===== config.mk =====
export PLATFORM = sky130hd
export DESIGN_NAME = result_writer_flat
export DESIGN_NICKNAME = d
export VERILOG_FILES = /design/src/rtl/result_writer_pkg.sv /design/src/rtl/result_writer_if.sv /design/src/rtl/result_writer_halfword_serializer.sv /design/src/rtl/result_writer.sv /design/src/flat_wrapper.sv
export SDC_FILE = /design/constraint.sdc
export NUM_CORES = 1
export LEC_CHECK = 0
export ABC_CLOCK_PERIOD_IN_PS = 24800
export BUFFER_PORTS_ARGS = -buffer_cell sky130_fd_sc_hd__buf_2
export CAP_MARGIN = 0
export CORE_MARGIN = 2
export CORE_UTILIZATION = 55
export CTS_BUF_LIST = sky130_fd_sc_hd__clkbuf_2 sky130_fd_sc_hd__clkbuf_4 sky130_fd_sc_hd__clkbuf_8
export DETAILED_ROUTE_END_ITERATION = 16
export PLACE_DENSITY = 0.8
export SLEW_MARGIN = 20
export SYNTH_ARGS = -nofsm -noshare
export SYNTH_HDL_FRONTEND = slang
export SYNTH_SLANG_ARGS = --single-unit

===== constraint.sdc =====
create_clock -name i_clk -period 24.8 [get_ports i_clk]
set_clock_uncertainty 0.1 [all_clocks]
set_input_delay 4.96 -clock i_clk [delete_from_list [all_inputs] [get_ports i_clk]]
set_output_delay 4.96 -clock i_clk [all_outputs]
set_load 0.05 [all_outputs]

===== src/rtl/result_writer_pkg.sv =====
// Shared definitions for the result writer: fixed-point type, AVMM halfword
// bus widths, result record layout and the record address helper.
package result_writer_pkg;

    // AVMM halfword data path and byte-enable widths
    localparam int AVMM_HW_W = 16;
    localparam int AVMM_BE_W = 2;

    // Q16.16 fixed-point type carried in the t field of a result record
    typedef logic signed [31:0] fip;
    localparam fip FIP_ONE = 32'sh0001_0000;
    localparam fip FIP_MIN = 32'sh8000_0000;
    localparam fip FIP_MAX = 32'sh7FFF_FFFF;

    // Word positions inside a result record
    localparam int RES_HIT = 0;
    localparam int RES_T   = 1;
    localparam int RES_IDX = 2;

    typedef enum logic {
        ST_IDLE  = 1'b0,
        ST_WRITE = 1'b1
    } rw_state_e;

    // First halfword address of record 'index'; 32-bit wrap-around, no saturation
    function automatic logic [31:0] record_beat_addr(input logic [31:0] baseaddr,
                                                     input logic [31:0] index,
                                                     input int          nbeats);
        return baseaddr + index * 32'(nbeats);
    endfunction

endpackage


===== src/rtl/result_writer_if.sv =====
// AVMM write-master bus between result_writer and the SDRAM controller.
interface result_writer_if;
    import result_writer_pkg::*;

    logic                 avm_m0_write;
    logic [31:0]          avm_m0_address;
    logic [AVMM_HW_W-1:0] avm_m0_writedata;
    logic [AVMM_BE_W-1:0] avm_m0_byteenable;
    logic                 avm_m0_waitrequest;

    modport master (
        output avm_m0_write,
        output avm_m0_address,
        output avm_m0_writedata,
        output avm_m0_byteenable,
        input  avm_m0_waitrequest
    );

    modport slave (
        input  avm_m0_write,
        input  avm_m0_address,
        input  avm_m0_writedata,
        input  avm_m0_byteenable,
        output avm_m0_waitrequest
    );

endinterface


===== src/rtl/result_writer_halfword_serializer.sv =====
// Holds the latched record and walks it out one halfword per completed beat.
// The beat counter only moves on a cycle with write=1 and waitrequest=0, so the
// presented halfword stays put while the slave stalls.
module result_writer_halfword_serializer
    import result_writer_pkg::*;
#(
    parameter  int NDWORDS = 3,
    localparam int NBEATS  = 2 * NDWORDS,
    localparam int BEAT_W  = $clog2(NBEATS)
) (
    input  logic                    i_clk,
    input  logic                    i_rstn,
    input  logic                    load,
    input  logic [32*NDWORDS-1:0]   load_data,
    input  logic                    write,
    input  logic                    waitrequest,
    output logic [BEAT_W-1:0]       beat,
    output logic                    last_done,
    output logic [AVMM_HW_W-1:0]    writedata
);

    localparam logic [BEAT_W-1:0] LAST_BEAT = BEAT_W'(NBEATS - 1);

    logic [NBEATS-1:0][AVMM_HW_W-1:0] data_q;
    logic                             beat_done;

    assign beat_done = write && !waitrequest;
    assign last_done = beat_done && (beat == LAST_BEAT);
    assign writedata = write ? data_q[beat] : '0;

    // Capture the record halfwords when a new record is started
    always_ff @(posedge i_clk) begin
        if (load) begin
            data_q <= load_data;
        end
    end

    // Beat counter: restart on load, advance on each completed non-final beat
    always_ff @(posedge i_clk) begin
        if (!i_rstn) begin
            beat <= '0;
        end else if (load) begin
            beat <= '0;
        end else if (beat_done && (beat != LAST_BEAT)) begin
            beat <= beat + 1'b1;
        end
    end

endmodule


===== src/rtl/result_writer.sv =====
// AVMM write master storing one NDWORDS-word result record as 2*NDWORDS
// halfword beats at baseaddr + index*2*NDWORDS.
// Optional feature: RESULT_WRITER_SKID_EN adds a one-entry request buffer so a
// request arriving during a write is issued back-to-back with the current one.
module result_writer
    import result_writer_pkg::*;
#(
    parameter int NDWORDS = 3
) (
    input  logic                    i_clk,
    input  logic                    i_rstn,
    input  logic                    i_valid,
    output logic                    o_ready,
    input  logic [31:0]             i_baseaddr,
    input  logic [31:0]             i_index,
    input  logic [32*NDWORDS-1:0]   i_data,
    output logic                    o_done,
    result_writer_if.master         avm
);

    localparam int NBEATS = 2 * NDWORDS;
    localparam int BEAT_W = $clog2(NBEATS);

    rw_state_e               state_q;
    rw_state_e               state_d;
    logic                    write;
    logic                    accept;
    logic                    load;
    logic [31:0]             req_base;
    logic [31:0]             load_base;
    logic [32*NDWORDS-1:0]   load_data;
    logic [31:0]             base_q;
    logic                    done_q;
    logic [BEAT_W-1:0]       beat;
    logic                    last_done;
    logic [AVMM_HW_W-1:0]    writedata;

    assign write    = (state_q == ST_WRITE);
    assign req_base = record_beat_addr(i_baseaddr, i_index, NBEATS);
    assign accept   = i_valid && o_ready;

`ifdef RESULT_WRITER_SKID_EN
    logic                    buf_full_q;
    logic [31:0]             buf_base_q;
    logic [32*NDWORDS-1:0]   buf_data_q;
    logic                    buf_fill;
    logic                    buf_take;

    assign o_ready = !buf_full_q;
    // A request that cannot start directly (writing, not at the last beat) parks in the buffer
    assign buf_fill = accept && write && !last_done;

    // Buffer occupancy flag
    always_ff @(posedge i_clk) begin
        if (!i_rstn) begin
            buf_full_q <= 1'b0;
        end else if (buf_fill) begin
            buf_full_q <= 1'b1;
        end else if (buf_take) begin
            buf_full_q <= 1'b0;
        end
    end

    // Buffered request payload, base address already resolved
    always_ff @(posedge i_clk) begin
        if (buf_fill) begin
            buf_base_q <= req_base;
            buf_data_q <= i_data;
        end
    end
`else
    assign o_ready = (state_q == ST_IDLE);
`endif

    // Next-state and record-load selection
    always_comb begin
        state_d   = state_q;
        load      = 1'b0;
        load_base = req_base;
        load_data = i_data;
`ifdef RESULT_WRITER_SKID_EN
        buf_take  = 1'b0;
`endif
        case (state_q)
            ST_IDLE: begin
                if (accept) begin
                    load    = 1'b1;
                    state_d = ST_WRITE;
                end
            end
            ST_WRITE: begin
                if (last_done) begin
`ifdef RESULT_WRITER_SKID_EN
                    if (buf_full_q) begin
                        load      = 1'b1;
                        load_base = buf_base_q;
                        load_data = buf_data_q;
                        buf_take  = 1'b1;
                    end else if (accept) begin
                        load      = 1'b1;
                    end else begin
                        state_d   = ST_IDLE;
                    end
`else
                    state_d = ST_IDLE;
`endif
                end
            end
            default: state_d = ST_IDLE;
        endcase
    end

    // State register and registered completion pulse
    always_ff @(posedge i_clk) begin
        if (!i_rstn) begin
            state_q <= ST_IDLE;
            done_q  <= 1'b0;
        end else begin
            state_q <= state_d;
            done_q  <= last_done;
        end
    end

    // Record base halfword address, captured with the record
    always_ff @(posedge i_clk) begin
        if (load) begin
            base_q <= load_base;
        end
    end

    result_writer_halfword_serializer #(
        .NDWORDS (NDWORDS)
    ) u_ser (
        .i_clk       (i_clk),
        .i_rstn      (i_rstn),
        .load        (load),
        .load_data   (load_data),
        .write       (write),
        .waitrequest (avm.avm_m0_waitrequest),
        .beat        (beat),
        .last_done   (last_done),
        .writedata   (writedata)
    );

    assign o_done                = done_q;
    assign avm.avm_m0_write      = write;
    assign avm.avm_m0_address    = write ? (base_q + 32'(beat)) : '0;
    assign avm.avm_m0_writedata  = writedata;
    assign avm.avm_m0_byteenable = write ? 2'b11 : 2'b00;

endmodule


===== src/flat_wrapper.sv =====
// flat-port wrapper written by rule: the top's interface ports become plain ports
module result_writer_flat import result_writer_pkg::*;
#(
    parameter int NDWORDS = 3
)
  (i_clk, i_rstn, i_valid, o_ready, i_baseaddr, i_index, i_data, o_done, avm_avm_m0_write, avm_avm_m0_address, avm_avm_m0_writedata, avm_avm_m0_byteenable, avm_avm_m0_waitrequest);
  result_writer_if avm_i ();
  input  logic i_clk;
  input  logic i_rstn;
  input  logic i_valid;
  output logic o_ready;
  input  logic [31:0] i_baseaddr;
  input  logic [31:0] i_index;
  input  logic [32*NDWORDS-1:0] i_data;
  output logic o_done;
  output wire logic [$bits(avm_i.avm_m0_write)-1:0] avm_avm_m0_write;
  output wire logic [$bits(avm_i.avm_m0_address)-1:0] avm_avm_m0_address;
  output wire logic [$bits(avm_i.avm_m0_writedata)-1:0] avm_avm_m0_writedata;
  output wire logic [$bits(avm_i.avm_m0_byteenable)-1:0] avm_avm_m0_byteenable;
  input wire logic [$bits(avm_i.avm_m0_waitrequest)-1:0] avm_avm_m0_waitrequest;
  assign avm_avm_m0_write = avm_i.avm_m0_write;
  assign avm_avm_m0_address = avm_i.avm_m0_address;
  assign avm_avm_m0_writedata = avm_i.avm_m0_writedata;
  assign avm_avm_m0_byteenable = avm_i.avm_m0_byteenable;
  assign avm_i.avm_m0_waitrequest = avm_avm_m0_waitrequest;
  result_writer #(.NDWORDS(NDWORDS)) u_core (.i_clk(i_clk), .i_rstn(i_rstn), .i_valid(i_valid), .o_ready(o_ready), .i_baseaddr(i_baseaddr), .i_index(i_index), .i_data(i_data), .o_done(o_done), .avm(avm_i));
endmodule

==> results_dict.tcl, run 1 <==
set metrics [dict create \
    timing.final.crit_share_pct 36.3 \
    crit_arrival_ns 9.07 \
    setup_tns_ns 0 \
    hold_violations 0 \
    p_int_uw 466 \
    critPathMaxFanout 8 \
    rsz0062_at_grt "no" \
    sw_frac_of_total_pct 34.1 \
    slew_viol_final 0 \
    crit_chain "buf_2 -> ha_1 -> fa_1 -> a211oi_1 -> o21ai_0 -> a31oi_1 -> o21ai_0 -> a21oi_1 -> o21bai_1 -> a21oi_1 -> xnor2_1 -> ha_1 -> and3_1 -> nand3_1 -> or3_1 -> a21oi_1 -> o2111ai_1 -> a32oi_1 -> xor2_1" \
    final_layout_size_suffix_gt1_share_pct 28.1 \
    synth-edff-count 128 \
    layout_commonest_cell "buf_2" \
    seqPwrFrac_pct 41.2 \
    power_density_nw_per_um2 67.8 \
    h-tree-depth 4 \
    max_clock_freq_mhz 111 \
    cts_hold_buf 0 \
    gp_congestion 0.897 \
    min_from "u_core.u_ser.beat[2]" \
    vias_per_cell 5.59 \
    grt_pass1_wl_um 30000 \
    ios 217 \
    synth_ff_type "edfxtp_1" \
    relSlewSlack_pct 38.0 \
    yosysTopAreaCell "edfxtp_1" \
    overflow 0 \
    ant_nets 0 \
    syn-instance-count 799 \
    synth_cell_types 71 \
    critPathSlowestCell "fa_1" \
    cts_buffer_depth 2 \
    place_hpwl_um 15100 \
    cpPeakStageDelay_ns 0.42 \
    vias 6940 \
    syn_area_um2 8770 \
    combPwrFrac_pct 34.2 \
    yosys.area_share.simple_pct 13.2 \
    reg2reg_to "u_core.u_ser.beat[2]" \
    cts_setup_buffers 0 \
    r2r_cells 5 \
    ir_drop_mv 0.0351 \
    crit_top_cell "a21oi_1" \
    coreArea_um2 15700 \
    grt_pass1_vias 6486 \
    switchingPower_uw 241 \
    crit_required_ns 24.87 \
    synth_seq_cells 133 \
    crit_start "i_index[1]" \
    rr_startpoint "u_core.avm.avm_m0_write" \
    cts_made_buffers 17 \
    synth_top_family_by_area "compound AO/OA/AOI/OAI gates" \
    drc 0 \
    drv_cap 0 \
    setup_viol 0 \
    die_x_um 130 \
    dr.pass1.iters 5 \
    wirelength_um 19600 \
    ys_top_cells_by_area "edfxtp_1 44%, ha_1 9.6%, mux4_2 4.1%" \
    grt_max_degree 78 \
    dp_cells 1209 \
    initial_utilization_pct 55.8 \
    async_reset_ff_share_pct 0 \
    stdcell_count 1241 \
    num_antenna_cells 0 \
    cts_resized 0 \
    syn_area_per_cell_um2 11.0 \
    clkTransAtPathRegs_ns 0.07 \
    hold_class "flop to flop" \
    clk_latency_ns 0.42 \
    antenna_found_initial 0 \
    cts_num_sinks 133 \
    leakage_uw 0.00438 \
    grtUsageTotal_pct 22.7 \
    syn-num-nets 1033 \
    initialDrtViolationCount 392 \
    synthToLayoutAreaGrowth_pct 19.0 \
    die_h_um 130 \
    period_needed_ns 9.00 \
    placementRows 46 \
    yosysWarnings 0 \
    most-common-layout-cells "215 x buf_2, 128 x edfxtp_1, 85 x nor2_1, 67 x a21oi_1, 67 x ha_1" \
    ys_seq_area_share_pct 45.0 \
    finish.net_count 1246 \
    synthMuxAreaShare_pct 5.94 \
    synth.top_cell.area_share_pct 43.8 \
    synth_xor_area_share_pct 7.79 \
    cp-start-kind "input pin" \
    critPathKind "input pin to flop" \
    post_drt_wl_per_cell_um 15.8 \
    io_buffers 215 \
    cts-root-buf "clkbuf_8" \
    reg2reg_slack_ns 22.48 \
    status "finished, final reports clean" \
    die_area_um2 17000 \
    synth-adder-area-share_pct 10.2 \
    cp-endpoint "u_core.base_q[29]" \
    synth-compound-area-share_pct 15.9 \
    clockPowerShare_pct 24.6 \
    worst_pin_slew_ns 0.931 \
    crit_path_end_kind "flop" \
    tritoncts "built" \
]
==> power by group through the flow <==
stage	clock network [µW]	logic, µW	registers (µW)
2_1_floorplan	0	187	295
3_3_place_gp	0	236	294
3_5_place_dp	0	241	296
4_1_cts	178	242	291
5_1_grt	188	270	293
6_report	174	242	291
==> how the worst min path moves through the flow <==
stage,end,cells after the start
after global placement,u_core.avm.avm_m0_write,3
after floorplan,u_core.avm.avm_m0_write,3
final,u_core.avm.avm_m0_write,3
after CTS,u_core.avm.avm_m0_write,3
after global routing,u_core.avm.avm_m0_write,3
after detailed placement,u_core.avm.avm_m0_write,3
==> cell usage after synthesis (all sizes together), types with 10 or more instances <==
cell type / number
a21oi: 69
xnor2: 40
clkbuf: 16
o21a: 12
nand3: 18
a211oi: 10
buf: 10
mux4: 16
mux2i: 16
nand2: 48
inv: 15
and3: 13
xor2: 38
ha: 67
nand4: 14
a21o: 35
o21ai: 36
or3: 12
nor2: 85
edfxtp: 128
==> kinds of logic (layout without fill, tap and decap cells) <==
group | count (synthesis) | in the layout
AO/OA/AOI/OAI | 207 | 207
XOR/XNOR | 78 | 78
adder cells (fa/ha/maj) | 70 | 70
buffers and inverters | 42 | 268
flip-flops | 133 | 133
multiplexers | 32 | 32
AND/OR/NAND/NOR | 237 | 237
==> worst max-delay path: cells and delay by family <==
kind                     cells  cell delay [ns]
AO/OA/AOI/OAI               10             2.06
adder cells (fa/ha/maj)      3             1.05
buffers and inverters        1             0.13
AND/OR/NAND/NOR              3             0.69
XOR/XNOR                     2             0.17
==> layer usage <==
layer / part of all wire [%] / track usage (%) / wire length (µm)
met5: 0 / 0 / 0
met4: 2.0 / 8.29 / 391
met3: 7.4 / 4.92 / 1450
met2: 50 / 39.6 / 9810
met1: 41 / 27.8 / 7950
==> final cells by class <==
| class | instances | area [µm²] |
|---|---|---|
| Fill cell | 1238 | 5280 |
| Clock buffer | 17 | 234 |
| Tap cell | 216 | 270 |
| Sequential cell | 133 | 3950 |
| Multi-Input combinational cell | 624 | 4660 |
| Clock inverter | 15 | 155 |
| Timing Repair Buffer | 220 | 1110 |
| Inverter | 16 | 60.1 |
==> registers in the layout, indices dropped and copies added (netlist names) <==
register and flops:
u_core.u_ser.data_q 96, u_core.base_q 32, u_core.u_ser.beat 3, u_core.avm.avm_m0_write 1
u_core.o_done 1
==> stage by stage <==
step | setup slack, ns | utilization, % | total power (µW) | hold slack, ns | cell area, µm²
2_1_floorplan | 13.47 | - | 482 | 0.469 | 8770
3_3_place_gp | 15.43 | 64.0 | 531 | 0.564 | 10000
3_5_place_dp | 15.42 | 64.0 | 536 | 0.567 | 10000
4_1_cts | 15.85 | 66.4 | 711 | 0.580 | 10400
5_1_grt | 15.45 | 66.4 | 751 | 0.594 | 10400
6_report | 15.80 | 66.4 | 707 | 0.558 | 10400
Note: power is estimated with default switching activity, not from simulation.
==> run 2: changes to the inputs <==
ABC_AREA = 1   (was not set)
ABC_CLOCK_PERIOD_IN_PS = 8620   (was 24800)
PLACE_DENSITY = 0.79   (was 0.8)
clock period = 8.62 ns   (was 24.8 ns; I/O delays follow)
==> results_dict.tcl, run 2 <==
set metrics [dict create \
    synthToLayoutAreaGrowth_pct 18.0 \
    syn_area_um2 9670 \
    yosysMostFrequentCell "nand2_1" \
    async_reset_ff_share_pct 0 \
    num-fill-cells 1488 \
    power_density_nw_per_um2 186 \
    synth-edff-count 128 \
    switchingPower_uw 809 \
    stdcell_count 1682 \
    wirelength_um 24800 \
    io_buffers 215 \
    rsz0062_at_grt "no" \
    final_layout_size_suffix_gt1_share_pct 19.3 \
    combPwrFrac_pct 35.1 \
    yosys-top-cells-count "310 x nand2_1, 160 x nor2_1, 128 x edfxtp_1" \
    tritoncts "built" \
    dr.pass1.iters 5 \
    synth.top_cell.area_share_pct 39.8 \
    yosysTopAreaCell "edfxtp_1" \
    synth_ff_type "edfxtp_1" \
    most-common-layout-cells "310 x nand2_1, 215 x buf_2, 159 x nor2_1, 128 x edfxtp_1, 112 x inv_1" \
    clk_latency_ns 0.44 \
    cts_buffer_depth 2 \
    reg.largest.list "u_core.u_ser.data_q (96), u_core.base_q (32), u_core.u_ser.beat (3)" \
    post_drt_wl_per_cell_um 14.8 \
    relSlewSlack_pct 34.1 \
    seqPwrFrac_pct 39.5 \
    place_hpwl_um 19900 \
    drc 0 \
    p_int_uw 1320 \
    ys_seq_area_share_pct 40.8 \
    cp-start-kind "flop" \
    initial_utilization_pct 56.1 \
    critPathKind "flop to output port" \
    cts_num_sinks 133 \
    ys_top_cells_by_area "edfxtp_1 40%, nand2_1 12%, ha_1 8.7%" \
    grtUsageTotal_pct 27.0 \
    layout_commonest_cell "nand2_1" \
    hold_class "flop to flop" \
    cts-root-buf "clkbuf_8" \
    h-tree-depth 4 \
    gp_congestion 0.987 \
    finish.net_count 1673 \
    period_needed_ns 4.76 \
    yosysWarnings 0 \
    top_register "u_core.u_ser.data_q" \
    ios 217 \
    worst_pin_slew_ns 0.988 \
    slew_viol_final 0 \
    crit_path_end_kind "output port" \
    sw_frac_of_total_pct 38.0 \
    overflow 0 \
    reg2reg_slack_ns 5.92 \
    vias 9025 \
    setup_viol 0 \
    cts_setup_buffers 0 \
    fin_ws_ns 3.86 \
    syn-num-nets 1455 \
    hold_violations 0 \
    ir_drop_mv 0.151 \
    initialDrtViolationCount 548 \
    die_area_um2 18700 \
    crit_arrival_ns 2.94 \
    coreArea_um2 17200 \
    cts_hold_buf 0 \
    grt_max_degree 81 \
    dp_cells 1645 \
    drv_cap 0 \
    clkTransAtPathRegs_ns 0.08 \
    crit_required_ns 6.80 \
    die_h_um 137 \
    antenna_found_initial 5 \
    timing.final.crit_share_pct 55.3 \
    largest_reg_flops 96 \
    synth_cell_types 44 \
    syn-instance-count 1221 \
    cts_resized 0 \
    leakage_uw 0.00535 \
    die_x_um 137 \
    power.total_uw 2130 \
    grt_pass1_wl_um 38900 \
    critPathMaxFanout 43 \
    clockPowerShare_pct 25.3 \
    status "finished, final reports clean" \
    cts_made_buffers 17 \
    vias_per_cell 5.37 \
    setup_tns_ns 0 \
    ant_nets 0 \
    pre_cts_ws_ns 3.52 \
    grt_pass1_vias 8199 \
    max_clock_freq_mhz 210 \
    syn_area_per_cell_um2 7.92 \
    placementRows 48 \
    synth_seq_cells 133 \
]
-- run 2: power by group through the flow --
stage	clock, µW	sequential, µW	combinational [µW]
2_1_floorplan	0	847	547
3_3_place_gp	0	852	727
3_5_place_dp	0	855	737
4_1_cts	549	839	740
5_1_grt	578	847	835
6_report	538	841	747
-- run 2: cells by family (layout without fill, tap and decap cells) --
| group | count (synthesis) | count (layout) | share of synthesized area (%) |
|---|---|---|---|
| AO/OA/AOI/OAI | 224 | 224 | 13.0 |
| XOR/XNOR | 57 | 57 | 5.16 |
| adder cells (fa/ha/maj) | 70 | 70 | 9.29 |
| buffers and inverters | 140 | 371 | 5.60 |
| flip-flops | 133 | 133 | 40.8 |
| other | 0 | 5 | 0 |
| AND/OR/NAND/NOR | 597 | 597 | 26.2 |
-- run 2: layout make-up --
cell class	count	area [µm²]	area share, %
clock inverters	15	181	1.59
diodes	5	12.5	0.110
clock buffers	17	234	2.05
flip-flops and latches	133	3940	34.6
well taps	225	282	2.47
inverters	118	443	3.88
multi-input cells	948	5190	45.5
repair buffers	221	1120	9.83
-- run 2: worst paths after layout --
path | cells after the start | end | from
hold reg to reg | 2 | u_core.o_done | u_core.u_ser.beat[2]
setup reg to reg | 7 | u_core.u_ser.beat[2] | u_core.avm.avm_m0_write
hold / removal | 2 | u_core.o_done | u_core.u_ser.beat[2]
setup / recovery | 8 | avm_avm_m0_writedata[9] | u_core.u_ser.beat[0]
-- run 2: worst max-delay path, cell delays in order, from the launching register on --
cell and delay [ns]:
dfxtp_1 0.44, buf_4 0.33, inv_1 0.34, buf_4 0.43
o21ai_0 0.13, o22ai_1 0.16, nand2_1 0.10, a21oi_1 0.20
buf_2 0.31
-- run 2: metal layers --
metal | GRT usage (%) | part of all wire (%)
met1 | 36.7 | 45
met2 | 44.2 | 47
met3 | 3.52 | 5.7
met4 | 10.4 | 2.8
met5 | 0 | 0
-- run 2: through the flow --
stage	instance area (µm²)	hold slack, ns	utilization (%)
after floorplan	9670	0.393	-
after global placement	11000	0.432	63.7
after detailed placement	11000	0.436	63.7
after CTS	11400	0.450	66.1
after global routing	11400	0.468	66.2
final	11400	0.441	66.2
